[src/rtl/core_launcher.sv]
// -----------------------------------------------------------------------------
// core_launcher
//   Host-side sequencer for an N-core matrix-multiply array. A host start
//   holds the selected cores in reset for CLR_CYCLES cycles. It then sends a
//   one-cycle launch pulse on status_o and collects the per-core end_process
//   flags while it counts run cycles. The run ends in DONE when every enabled
//   core has finished, or in ERR when the cycle budget runs out first.
//
// Ports
//   clk            system clock, rising edge
//   rst            asynchronous reset, active-high
//   start          host launch request (honoured in IDLE/DONE/ERR only)
//   core_en        cores taking part in the run, latched on an accepted start
//   timeout_limit  maximum RUN cycles, 0 disables the timeout
//   end_process_i  per-core end flag (level)
//   core_rst_o     per-core reset to the control units/datapaths
//   status_o       per-core launch pulse
//   busy           high in CLEAR, LAUNCH and RUN
//   done           high in DONE
//   timeout_err    high in ERR
//   cores_done     sticky per-core completion flags of the current run
//   cycle_count    RUN-cycle count of the current/last run (saturating)
// -----------------------------------------------------------------------------
module core_launcher #(
   parameter int N_CORES    = 4,
   parameter int CNT_W      = 24,
   parameter int CLR_CYCLES = 2
) (
   input  logic               clk,
   input  logic               rst,
   input  logic               start,
   input  logic [N_CORES-1:0] core_en,
   input  logic [CNT_W-1:0]   timeout_limit,
   input  logic [N_CORES-1:0] end_process_i,
   output logic [N_CORES-1:0] core_rst_o,
   output logic [N_CORES-1:0] status_o,
   output logic               busy,
   output logic               done,
   output logic               timeout_err,
   output logic [N_CORES-1:0] cores_done,
   output logic [CNT_W-1:0]   cycle_count
);

   localparam int               CLR_W    = (CLR_CYCLES > 1) ? $clog2(CLR_CYCLES) : 1;
   localparam logic [CLR_W-1:0] CLR_LAST = CLR_W'(CLR_CYCLES - 1);

   typedef enum logic [2:0] {
      S_IDLE,
      S_CLEAR,
      S_LAUNCH,
      S_RUN,
      S_DONE,
      S_ERR
   } state_e;

   state_e             state_q;
   logic [N_CORES-1:0] en_q;
   logic [CLR_W-1:0]   clr_cnt_q;
   logic [N_CORES-1:0] core_rst_q;
   logic [N_CORES-1:0] status_q;
   logic               busy_q;
   logic               done_q;
   logic               err_q;
   logic [N_CORES-1:0] cores_done_q;
   logic [CNT_W-1:0]   cycle_count_q;

   // Next-state helpers for the RUN state.
   logic [N_CORES-1:0] cores_done_d;
   logic [CNT_W-1:0]   cycle_count_d;
   logic               all_done_d;
   logic               timeout_hit_d;

   // cores_done only ever gains bits that are inside en_q, so a run is
   // complete exactly when the merged flags equal the enable mask. This
   // includes flags sampled in this very cycle.
   assign cores_done_d  = cores_done_q | (end_process_i & en_q);
   assign all_done_d    = (cores_done_d == en_q);
   assign timeout_hit_d = (timeout_limit != '0) && (cycle_count_q == timeout_limit);
   assign cycle_count_d = (&cycle_count_q) ? cycle_count_q : cycle_count_q + CNT_W'(1);

   // NOTE: every register in this block uses non-blocking assignment. Each
   // branch then reads the pre-edge value of all state, whatever the order
   // in which the statements are written.
   always_ff @(posedge clk or posedge rst) begin
      if (rst) begin
         state_q       <= S_IDLE;
         en_q          <= '0;
         clr_cnt_q     <= '0;
         core_rst_q    <= '1;
         status_q      <= '0;
         busy_q        <= 1'b0;
         done_q        <= 1'b0;
         err_q         <= 1'b0;
         cores_done_q  <= '0;
         cycle_count_q <= '0;
      end else begin
         case (state_q)
            S_IDLE, S_DONE, S_ERR: begin
               if (start) begin
                  en_q          <= core_en;
                  cores_done_q  <= '0;
                  cycle_count_q <= '0;
                  clr_cnt_q     <= '0;
                  err_q         <= 1'b0;
                  if (core_en == '0) begin
                     // Empty run: report completion at once and leave the cores alone.
                     state_q <= S_DONE;
                     done_q  <= 1'b1;
                     busy_q  <= 1'b0;
                  end else begin
                     // Cores that are not enabled keep their current reset level.
                     state_q    <= S_CLEAR;
                     core_rst_q <= core_rst_q | core_en;
                     busy_q     <= 1'b1;
                     done_q     <= 1'b0;
                  end
               end
            end

            S_CLEAR: begin
               if (clr_cnt_q == CLR_LAST) begin
                  state_q    <= S_LAUNCH;
                  core_rst_q <= core_rst_q & ~en_q;
                  status_q   <= en_q;
               end else begin
                  clr_cnt_q <= clr_cnt_q + CLR_W'(1);
               end
            end

            S_LAUNCH: begin
               state_q       <= S_RUN;
               status_q      <= '0;
               cycle_count_q <= CNT_W'(1);
            end

            S_RUN: begin
               cores_done_q <= cores_done_d;
               if (all_done_d) begin
                  // Completion takes priority over a timeout in the same cycle.
                  state_q <= S_DONE;
                  busy_q  <= 1'b0;
                  done_q  <= 1'b1;
               end else if (timeout_hit_d) begin
                  state_q <= S_ERR;
                  busy_q  <= 1'b0;
                  err_q   <= 1'b1;
               end else begin
                  cycle_count_q <= cycle_count_d;
               end
            end

            default: begin
               state_q  <= S_IDLE;
               status_q <= '0;
               busy_q   <= 1'b0;
               done_q   <= 1'b0;
               err_q    <= 1'b0;
            end
         endcase
      end
   end

   assign core_rst_o  = core_rst_q;
   assign status_o    = status_q;
   assign busy        = busy_q;
   assign done        = done_q;
   assign timeout_err = err_q;
   assign cores_done  = cores_done_q;
   assign cycle_count = cycle_count_q;

endmodule
[config.mk]
export PLATFORM = sky130hd
export DESIGN_NAME = core_launcher
export DESIGN_NICKNAME = d
export VERILOG_FILES = /design/src/rtl/core_launcher.sv
export SDC_FILE = /design/constraint.sdc
export NUM_CORES = 1
export LEC_CHECK = 0
export CAP_MARGIN = 20
export CORE_UTILIZATION = 51
export CTS_BUF_LIST = sky130_fd_sc_hd__clkbuf_8
export DETAILED_ROUTE_END_ITERATION = 6
export PLACE_DENSITY = 0.9
export SLEW_MARGIN = 15
export SYNTH_ARGS = -nofsm -noshare
export SYNTH_HDL_FRONTEND = slang
export SYNTH_SLANG_ARGS = --single-unit
export TNS_END_PERCENT = 30
[constraint.sdc]
create_clock -name clk -period 2.8 [get_ports clk]
set_input_delay 0.42 -clock clk [delete_from_list [all_inputs] [get_ports clk]]
set_output_delay 0.42 -clock clk [all_outputs]
set_load 0.01 [all_outputs]
==> results of run 1 <==
## flip-flops by register name (all words and copies together), names as in the netlist
register     flops
busy             1
clr_cnt_q        1
core_rst_o       4
cores_done       4
cycle_count     24
done             1
en_q             4
state_q          3
status_o         4
timeout_err      1
## cells in the final DEF (no fill, tap or decap), types with 7 or more instances in the layout
| cell | count |
|---|---|
| buf_4 | 19 |
| and3_1 | 8 |
| nor3_1 | 7 |
| nand4_1 | 11 |
| nor4_1 | 15 |
| nor2_1 | 36 |
| xor2_1 | 16 |
| or4_1 | 7 |
| o21ai_0 | 15 |
| clkdlybuf4s50_1 | 73 |
| nand2_1 | 55 |
| a21oi_1 | 16 |
| a31oi_1 | 7 |
| dfrtp_1 | 43 |
| nand3_1 | 11 |
| xnor2_1 | 8 |
## critical path, cell delays in order (launching register included)
cell     delay, ps
dfrtp_1        470
and3_1         270
and2_1         190
and4_1         250
a41o_4         320
or2_1          300
buf_4          180
or4_1          470
nand3_1         90
## layer usage
metal  global-route usage, %  part of all wire, %  vias up
met1                    37.1                   41     1477
li1                        -                    -     1462
met5                       0                    0        -
met3                    4.53                  7.3       17
met4                    10.7                  1.7        0
met2                    48.5                   50      169
## where the power goes
part	internal, W	switching, W	total (W)
Combinational	0.000749	0.00100	0.00175
Clock	0.000266	0.000233	0.000499
Sequential	0.000864	0.000195	0.00106
Total	0.00188	0.00143	0.00331
## per-stage QoR
step / worst slack (ps) / utilization, % / power (W)
floorplan: 452 / - / 0.00208
global placement: 61.5 / 69.0 / 0.00272
detailed placement: -25.5 / 69.0 / 0.00278
CTS: 232 / 71.1 / 0.00329
global route: 134 / 71.1 / 0.00352
finish: 198 / 71.1 / 0.00331
## layout make-up
| cell class | instances | area (sq um) | share of cell area, % |
|---|---|---|---|
| Inverter | 5 | 18.8 | 0.474 |
| Multi-Input combinational cell | 281 | 1690 | 42.5 |
| Sequential cell | 47 | 1180 | 29.8 |
| Clock buffer | 5 | 68.8 | 1.74 |
| Tap cell | 72 | 90.1 | 2.27 |
| Clock inverter | 3 | 43.8 | 1.11 |
| Timing Repair Buffer | 92 | 873 | 22.0 |
## logic make-up (layout without fill, tap and decap cells)
| logic type | after synthesis | count (layout) |
|---|---|---|
| adders and majority gates | 1 | 1 |
| and+or+nand+nor | 177 | 177 |
| buffers and inverters | 28 | 105 |
| xor gates and xnor gates | 24 | 24 |
| muxes | 2 | 2 |
| DFF | 47 | 47 |
| AOI/OAI and AO/OA | 77 | 77 |
## path summary, 6_finish.rpt
| check | to | slack, ps |
|---|---|---|
| worst max-delay path | cycle_count[21] | 200 |
| worst min-delay path | cycle_count[23] | 380 |
| worst max register to register | cycle_count[21] | 200 |
| worst min register to register | core_rst_o[2] | 480 |
| max in group asynchronous | core_rst_o[3] | 1770 |
| min in group clk | core_rst_o[2] | 480 |
==> flow_metrics.env, run 1 <==
export IMPL_drcViolationCount=0
export IMPL_wl_microns=8660
export IMPL_end_kind="flip-flop"
export IMPL_synth_xor_area_share_pct=7.03
export IMPL_synth_seq_cells=47
export IMPL_synth_common_cells="nand2_1, dfrtp_1, nor2_1"
export IMPL_antenna_cells=0
export IMPL_ctsLongestPathBuffers=2
export IMPL_yosysTopAreaCell="dfrtp_1"
export IMPL_vias=3125
export IMPL_ctsRootBufferMaster="clkbuf_8"
export IMPL_coreArea_sq_um=5570
export IMPL_period_needed_ps=2600
export IMPL_ys_seq_area_share_pct=39.5
export IMPL_timing_rr_start="cycle_count[16]"
export IMPL_rsz0062_at_grt="false"
export IMPL_synth_distinct_cells=54
export IMPL_synth_area_leaders="dfrtp_1, nand2_1, xor2_1"
export IMPL_dp_hpwl_microns=6470
export IMPL_grt_pass1_wl_microns=13800
export IMPL_avgRoutedWirePerCell_microns=17.1
export IMPL_syn_nets=392
export IMPL_async_reset_ff_share_pct=100
export IMPL_peakVddDrop_mv=0.638
export IMPL_clk_pin_slew_ps=90
export IMPL_instances_no_fill=505
export IMPL_yosys_warnings=0
export IMPL_synthCells=356
export IMPL_post_drt_via_cell_ratio=6.19
export IMPL_synth_top_area_share_pct=36.0
export IMPL_fin_setup_tns_ps=0
export IMPL_n_fill_cell=435
export IMPL_area_delta_synth_final_pct=32.4
export IMPL_io_pins=74
export IMPL_drv_slew=0
export IMPL_synth_flop_cell="dfrtp_1"
export IMPL_placed_cell_area_sq_um=3850
export IMPL_fin_nets=468
export IMPL_arrival_ps=2840
export IMPL_initial_utilization_pct=53.7
export IMPL_die_w_microns=78.6
export IMPL_cellLeakagePower_nw=1.72
export IMPL_synth_compound_area_share_pct=17.9
export IMPL_worstSetupStartpoint="cycle_count[16]"
export IMPL_hold_ws_ps=380
export IMPL_antenna_found_initial=0
export IMPL_synth_most_common_cell="nand2_1"
export IMPL_synthAdderAreaFrac_pct=0.418
export IMPL_fin_crit_sh_pct=92.9
export IMPL_cts_sinks=47
export IMPL_worstPathMaxFanout=7
export IMPL_clock_latency_ps=310
export IMPL_grt_overflow_total=0
export IMPL_postCtsHoldBufs=0
export IMPL_grt_start_max_net_pins=29
export IMPL_synth_edf_count=0
export IMPL_synth_area_mux_share_pct=0.669
export IMPL_cts_buffers=5
export IMPL_dp_cells=497
export IMPL_yosys_area_share_simple_pct=30.3
export IMPL_holdCritPathClass="in -> async"
export IMPL_critPathLaunchType="flip-flop"
export IMPL_rows=27
export IMPL_first_iter_violations=328
export IMPL_syn_cell_area_sq_um=2990
export IMPL_tightest_slew_ps=676
export IMPL_critical_path_required_ps=3040
export IMPL_grt_pass1_vias=2972
export IMPL_ff2ff_path_depth=8
export IMPL_clock_skew_final_ps=11.6
export IMPL_cap_violations=0
export IMPL_syn_avg_cell_area_sq_um=8.40
export IMPL_fmax_ghz=0.384
export IMPL_port_buffers=73
export IMPL_cts_tree="built"
export IMPL_finalHoldViolCount=0
export IMPL_firstDrtPassIters=5
export IMPL_ctsHtreeMaxLevel=2
export IMPL_cts_resized=0
export IMPL_ant_nets=0
export IMPL_setup_worst_path_class="reg -> reg"
export IMPL_layout_drive_gt1_share_pct=9.47
export IMPL_design_die_area_sq_um=6180
export IMPL_run_status="completed"
export IMPL_stdcell_area_sq_um=3960
export IMPL_synth_top_family_by_area="simple AND/OR/NAND/NOR gates"
export IMPL_slew_headroom_pct=54.8
export IMPL_powerDensity_nw_per_um2=835
export IMPL_gp_congestion=0.943
export IMPL_grt_usage_pct=28.8
export IMPL_cts_setup_buffers=0
export IMPL_die_y_microns=78.6
export IMPL_setup_viol=0
Power figures use the tool's default switching activity.
==> run 2, diff against run 1 <==
- CORE_UTILIZATION: 51 -> 50
- CTS_BUF_LIST: sky130_fd_sc_hd__clkbuf_8 -> sky130_fd_sc_hd__clkbuf_16
- PLACE_DENSITY: 0.9 -> 0.89
- RECOVER_POWER: default -> 50
==> run 2 against run 1 <==
Effect of this change: design area is 1.3% higher; critical endpoint unchanged; flip-flop and latch count stayed put; cell count is 0.20% higher; fmax is 5.7% higher.
==> flow_metrics.env, run 2 (same netlist as run 1, synthesis figures left out) <==
export IMPL_run_status="completed"
export IMPL_layout_drive_gt1_share_pct=9.22
export IMPL_drv_slew=0
export IMPL_firstDrtPassIters=5
export IMPL_seq_power_share_pct=30.4
export IMPL_area_delta_synth_final_pct=34.2
export IMPL_p_clk_share_pct=17.2
export IMPL_cellLeakagePower_nw=1.77
export IMPL_p_sw_share_pct=43.2
export IMPL_critical_path_required_ps=3020
export IMPL_ctsLongestPathBuffers=2
export IMPL_dp_hpwl_microns=6640
export IMPL_arrival_ps=2680
export IMPL_fin_setup_tns_ps=0
export IMPL_setup_viol=0
export IMPL_grt_usage_pct=29.4
export IMPL_antenna_found_initial=0
export IMPL_end_kind="flip-flop"
export IMPL_grt_overflow_total=0
export IMPL_io_pins=74
export IMPL_ctsRootBufferMaster="clkbuf_16"
export IMPL_layout_common_cells="clkdlybuf4s50_1, nand2_1, dfrtp_1"
export IMPL_final_common_cell="clkdlybuf4s50_1"
export IMPL_critPathLaunchType="flip-flop"
export IMPL_drcViolationCount=0
export IMPL_fin_crit_sh_pct=87.9
export IMPL_grt_pass1_vias=3009
export IMPL_die_w_microns=79.4
export IMPL_rows=27
export IMPL_powerDensity_nw_per_um2=860
export IMPL_fmax_ghz=0.406
export IMPL_vias=3171
export IMPL_setup_worst_path_class="reg -> reg"
export IMPL_p_comb_share_pct=52.4
export IMPL_clock_skew_final_ps=10.8
export IMPL_clock_latency_ps=290
export IMPL_peakVddDrop_mv=0.730
export IMPL_dp_slack_ps=86.9
export IMPL_cts_resized=0
export IMPL_cap_violations=0
export IMPL_cts_buffers=5
export IMPL_worstPathMaxFanout=7
export IMPL_cts_sinks=47
export IMPL_gp_congestion=0.863
export IMPL_grt_start_max_net_pins=27
export IMPL_clk_pin_slew_ps=70
export IMPL_ctsHtreeMaxLevel=2
export IMPL_intPower_w=0.00196
export IMPL_cts_setup_buffers=0
export IMPL_power_net_switching_w=0.00149
export IMPL_die_y_microns=79.4
export IMPL_first_iter_violations=372
export IMPL_grt_pass1_wl_microns=14400
export IMPL_rsz0062_at_grt="false"
export IMPL_postCtsHoldBufs=0
export IMPL_port_buffers=73
export IMPL_tightest_slew_ps=1190
export IMPL_post_drt_via_cell_ratio=6.27
export IMPL_finalHoldViolCount=0
export IMPL_avgRoutedWirePerCell_microns=18.0
export IMPL_wl_microns=9100
export IMPL_worst_slack_ps=339
export IMPL_largest_reg_flops=24
export IMPL_initial_utilization_pct=53.0
export IMPL_coreArea_sq_um=5640
export IMPL_slew_headroom_pct=20.9
export IMPL_period_needed_ps=2460
export IMPL_holdCritPathClass="reg -> reg"
export IMPL_cts_tree="built"
export IMPL_design_die_area_sq_um=6300
export IMPL_ant_nets=0
export IMPL_antenna_cells=0
export IMPL_fin_nets=469
==> run 2: cell types whose count changed in the layout (fill, tap and decap cells not counted), moves of 2 or more <==
cell,change
clkbuf_8,-5
clkdlybuf4s50_1,-8
clkbuf_16,+5
dlygate4sd3_1,+8
buf_4,-2
==> run 2: metal layers <==
| layer | GRT usage, % | wire length [microns] | up-vias |
|---|---|---|---|
| met3 | 4.94 | 632 | 28 |
| met5 | 0 | 0 | - |
| met4 | 10.5 | 186 | 0 |
| li1 | - | - | 1461 |
| met1 | 38.8 | 3770 | 1519 |
| met2 | 48.6 | 4510 | 163 |
==> run 2: cell type report <==
class	count	area (sq um)
Multi-Input combinational cell	281	1690
Fill cell	411	1630
Inverter	5	18.8
Tap cell	72	90.1
Clock inverter	3	18.8
Timing Repair Buffer	93	895
Clock buffer	5	125
Sequential cell	47	1180
==> run 2: path summary, 6_finish.rpt <==
| kind | from | end | slack, ps | depth (start not counted) |
|---|---|---|---|---|
| setup / recovery | cycle_count[17] | cycle_count[21] | 340 | 8 |
| hold / removal | core_rst_o[3] | core_rst_o[3] | 470 | 2 |
| setup reg to reg | cycle_count[17] | cycle_count[21] | 340 | 8 |
| hold reg to reg | core_rst_o[3] | core_rst_o[3] | 470 | 2 |
| max in group asynchronous | rst | cycle_count[21] | 540 | 3 |
| min in group asynchronous | rst | cores_done[0] | 640 | 2 |
==> run 2: metrics by stage <==
step | hold WS [ps] | util, % | instance area [sq um] | total power [W] | instances
after floorplan | 465 | - | 2990 | 0.00208 | 356
after global placement | 449 | 68.8 | 3880 | 0.00275 | 498
after detailed placement | 458 | 68.8 | 3880 | 0.00284 | 498
after CTS | 467 | 71.3 | 4030 | 0.00344 | 506
after global routing | 500 | 71.1 | 4010 | 0.00363 | 506
final | 465 | 71.1 | 4010 | 0.00345 | 506
==> run 2: critical path, cell delays in order, from the launching register on <==
cell     delay [ps]
dfrtp_1         390
and3_1          240
and2_1          200
and4_1          260
a41o_4          320
or2_1           250
buf_4           160
or4_1           460
nand3_1         100
==> run 2: power by group through the flow <==
stage	logic [W]	registers [W]	clock network (W)
3_5_place_dp	0.00178	0.00106	0
6_report	0.00181	0.00105	0.000594
4_1_cts	0.00180	0.00104	0.000601
5_1_grt	0.00193	0.00107	0.000631
2_1_floorplan	0.00104	0.00105	0
3_3_place_gp	0.00171	0.00104	0
==> RTL change (settings of run 2) <==
`N_CORES`: 4 -> 6.
--- a/src/rtl/core_launcher.sv
+++ b/src/rtl/core_launcher.sv
@@ -24,3 +24,3 @@
 module core_launcher #(
-   parameter int N_CORES    = 4,
+   parameter int N_CORES    = 6,
    parameter int CNT_W      = 24,
Ports: changed (5 resized); port bits go from 74 to 84. No check against the original RTL was run, so the function may have changed too.
==> RTL change against run 2 <==
- the flow now finishes with violations (design-rule violations)
- synthesized area rose by 12%
- first-iteration DRC count grew 3.2%
- combinational power down 47%
- setup slack worse by 0.15 ns
- wire length rose by 4.7%
- via count up 8.5%
- count of clock-buffer cells in the layout unchanged
- critical path depth grew 1
- power decreased by 20%
- design area increased by 11%
- sequential cell count grew 8
- sequential share of layout area up 1.6 points
- non-clock buffer count grew 10
- global-route usage down 1.5 points
- largest power group is now registers
==> RTL change: results (changes against run 2) <==
\begin{tabular}{lr}
\hline
Metric & Value \\
\hline
\multicolumn{2}{l}{\textbf{Cells and area}} \\
\quad Number of non-clock buffers in the layout & 103 (+11\%) \\
\quad Flip-flop and latch count & 55 (+17\%) \\
\quad Layout Nets & 528 (+13\%) \\
\quad Layout multi-input combinational cell count & 315 (+12\%) \\
\quad Flip-flop and latch share of the layout cell area & 0.3100 (+0.01571) \\
\quad Clk tree area frac & 0.03139 (-0.004458) \\
\quad Multi-input gate share of total cell area & 0.4100 (-0.009854) \\
\quad Number of fill cells & 510 (+24\%) \\
\quad Data-path buffer share of cell area in the final layout & 0.2203 (-0.002589) \\
\multicolumn{2}{l}{\textbf{Timing}} \\
\quad Timing-limited maximum frequency & 382.4 MHz (-5.9\%) \\
\quad Hold slack final & 0.4626 ns (-0.002909 ns) \\
\quad Setup Skew & 0.008340 ns (-0.002503 ns) \\
\multicolumn{2}{l}{\textbf{Place}} \\
\quad Worst setup slack before clock tree synthesis & -0.1047 ns (-0.1916 ns) \\
\quad Area after detailed placement & 0.004347 mm\^{}2 (+12\%) \\
\quad Inst Count DP & 558 (+12\%) \\
\quad HPWL reported at the end of detailed placement & 6962 um (+4.8\%) \\
\multicolumn{2}{l}{\textbf{Synthesis}} \\
\quad Sequential-to-total area share from yosys stat & 0.4127 (+0.01787) \\
\quad Synth area leaders & dfrtp\_1, nand2\_1, dfstp\_2, xor2\_1, nor2\_1 \\
\quad Synthesized net count & 443 (+13\%) \\
\quad Number of distinct library cells after synthesis & 56 (+3.7\%) \\
\quad Synthesized area per cell & 8.321 um\^{}2 (-0.99\%) \\
\multicolumn{2}{l}{\textbf{Global routing}} \\
\quad Vias in the first global route & 3305 (+9.8\%) \\
\quad Global-route usage over all layers & 0.2792 (-0.01526) \\
\quad Pin count of the biggest net entering global routing & 56 (+110\%) \\
\quad Global-route track usage on met2 & 0.4799 (-0.006326) \\
\multicolumn{2}{l}{\textbf{Worst setup path}} \\
\quad R2r setup slk & 0.32 ns (-0.02 ns) \\
\quad Highest net fanout along the worst path & 12 (+5) \\
\quad Maximum single-stage delay on the critical path & 0.65 ns (+0.19 ns) \\
\quad Slowest cell on crit path & nor3\_2 \\
\multicolumn{2}{l}{\textbf{Detailed routing}} \\
\quad Post-Route M1 WL & 4062 um (+7.9\%) \\
\quad Wirelength, routed & 9525 um (+4.7\%) \\
\quad Wire length on met2 & 4723 um (+4.7\%) \\
\quad Vias & 3441 (+8.5\%) \\
\quad Detailed Routing Iterations Pass 1 & 7 (+2) \\
\quad Final routed DRC violation total & 18 (+18) \\
\multicolumn{2}{l}{\textbf{Pwr}} \\
\quad Leakage power of the design & 1.877 nW (+6.2\%) \\
\quad Power density normalized to cell area & 620.5 mW/mm\^{}2 (-28\%) \\
\quad Maximum ir drop on the vdd rail & 0.4579 mV (-37\%) \\
\multicolumn{2}{l}{\textbf{Outcome}} \\
\quad Result of the run & finished with violations \\
\quad Violations in the final reports & design-rule violations \\
\multicolumn{2}{l}{\textbf{Floorplan}} \\
\quad Width of the die & 83.89 um (+5.7\%) \\
\hline
\end{tabular}
-- RTL change: final timing paths --
check,from,to,cells after the start
hold / removal,core_rst_o[0],core_rst_o[0],2
setup reg to reg,cycle_count[9],cycle_count[23],6
setup / recovery,timeout_limit[12],cycle_count[1],9
hold reg to reg,core_rst_o[0],core_rst_o[0],2
max in group asynchronous,rst,status_o[5],3
min in group asynchronous,rst,cycle_count[21],3
-- RTL change: cells by family after synthesis --
group | share of synthesized area
buf+inv | 0.04291
compound gates | 0.1791
mux | 0.002985
simple gates | 0.2959
fa+ha+maj | 0.003731
xor+xnor | 0.06269
flops | 0.4127
-- RTL change: power groups by stage --
stage | combinational [W] | sequential [W] | clock [W]
finish | 0.000958 | 0.00121 | 0.000603
global route | 0.00105 | 0.00124 | 0.000649
CTS | 0.000975 | 0.00121 | 0.000616
detailed placement | 0.000970 | 0.00122 | 0
global placement | 0.000944 | 0.00121 | 0
floorplan | 0.000416 | 0.00125 | 0
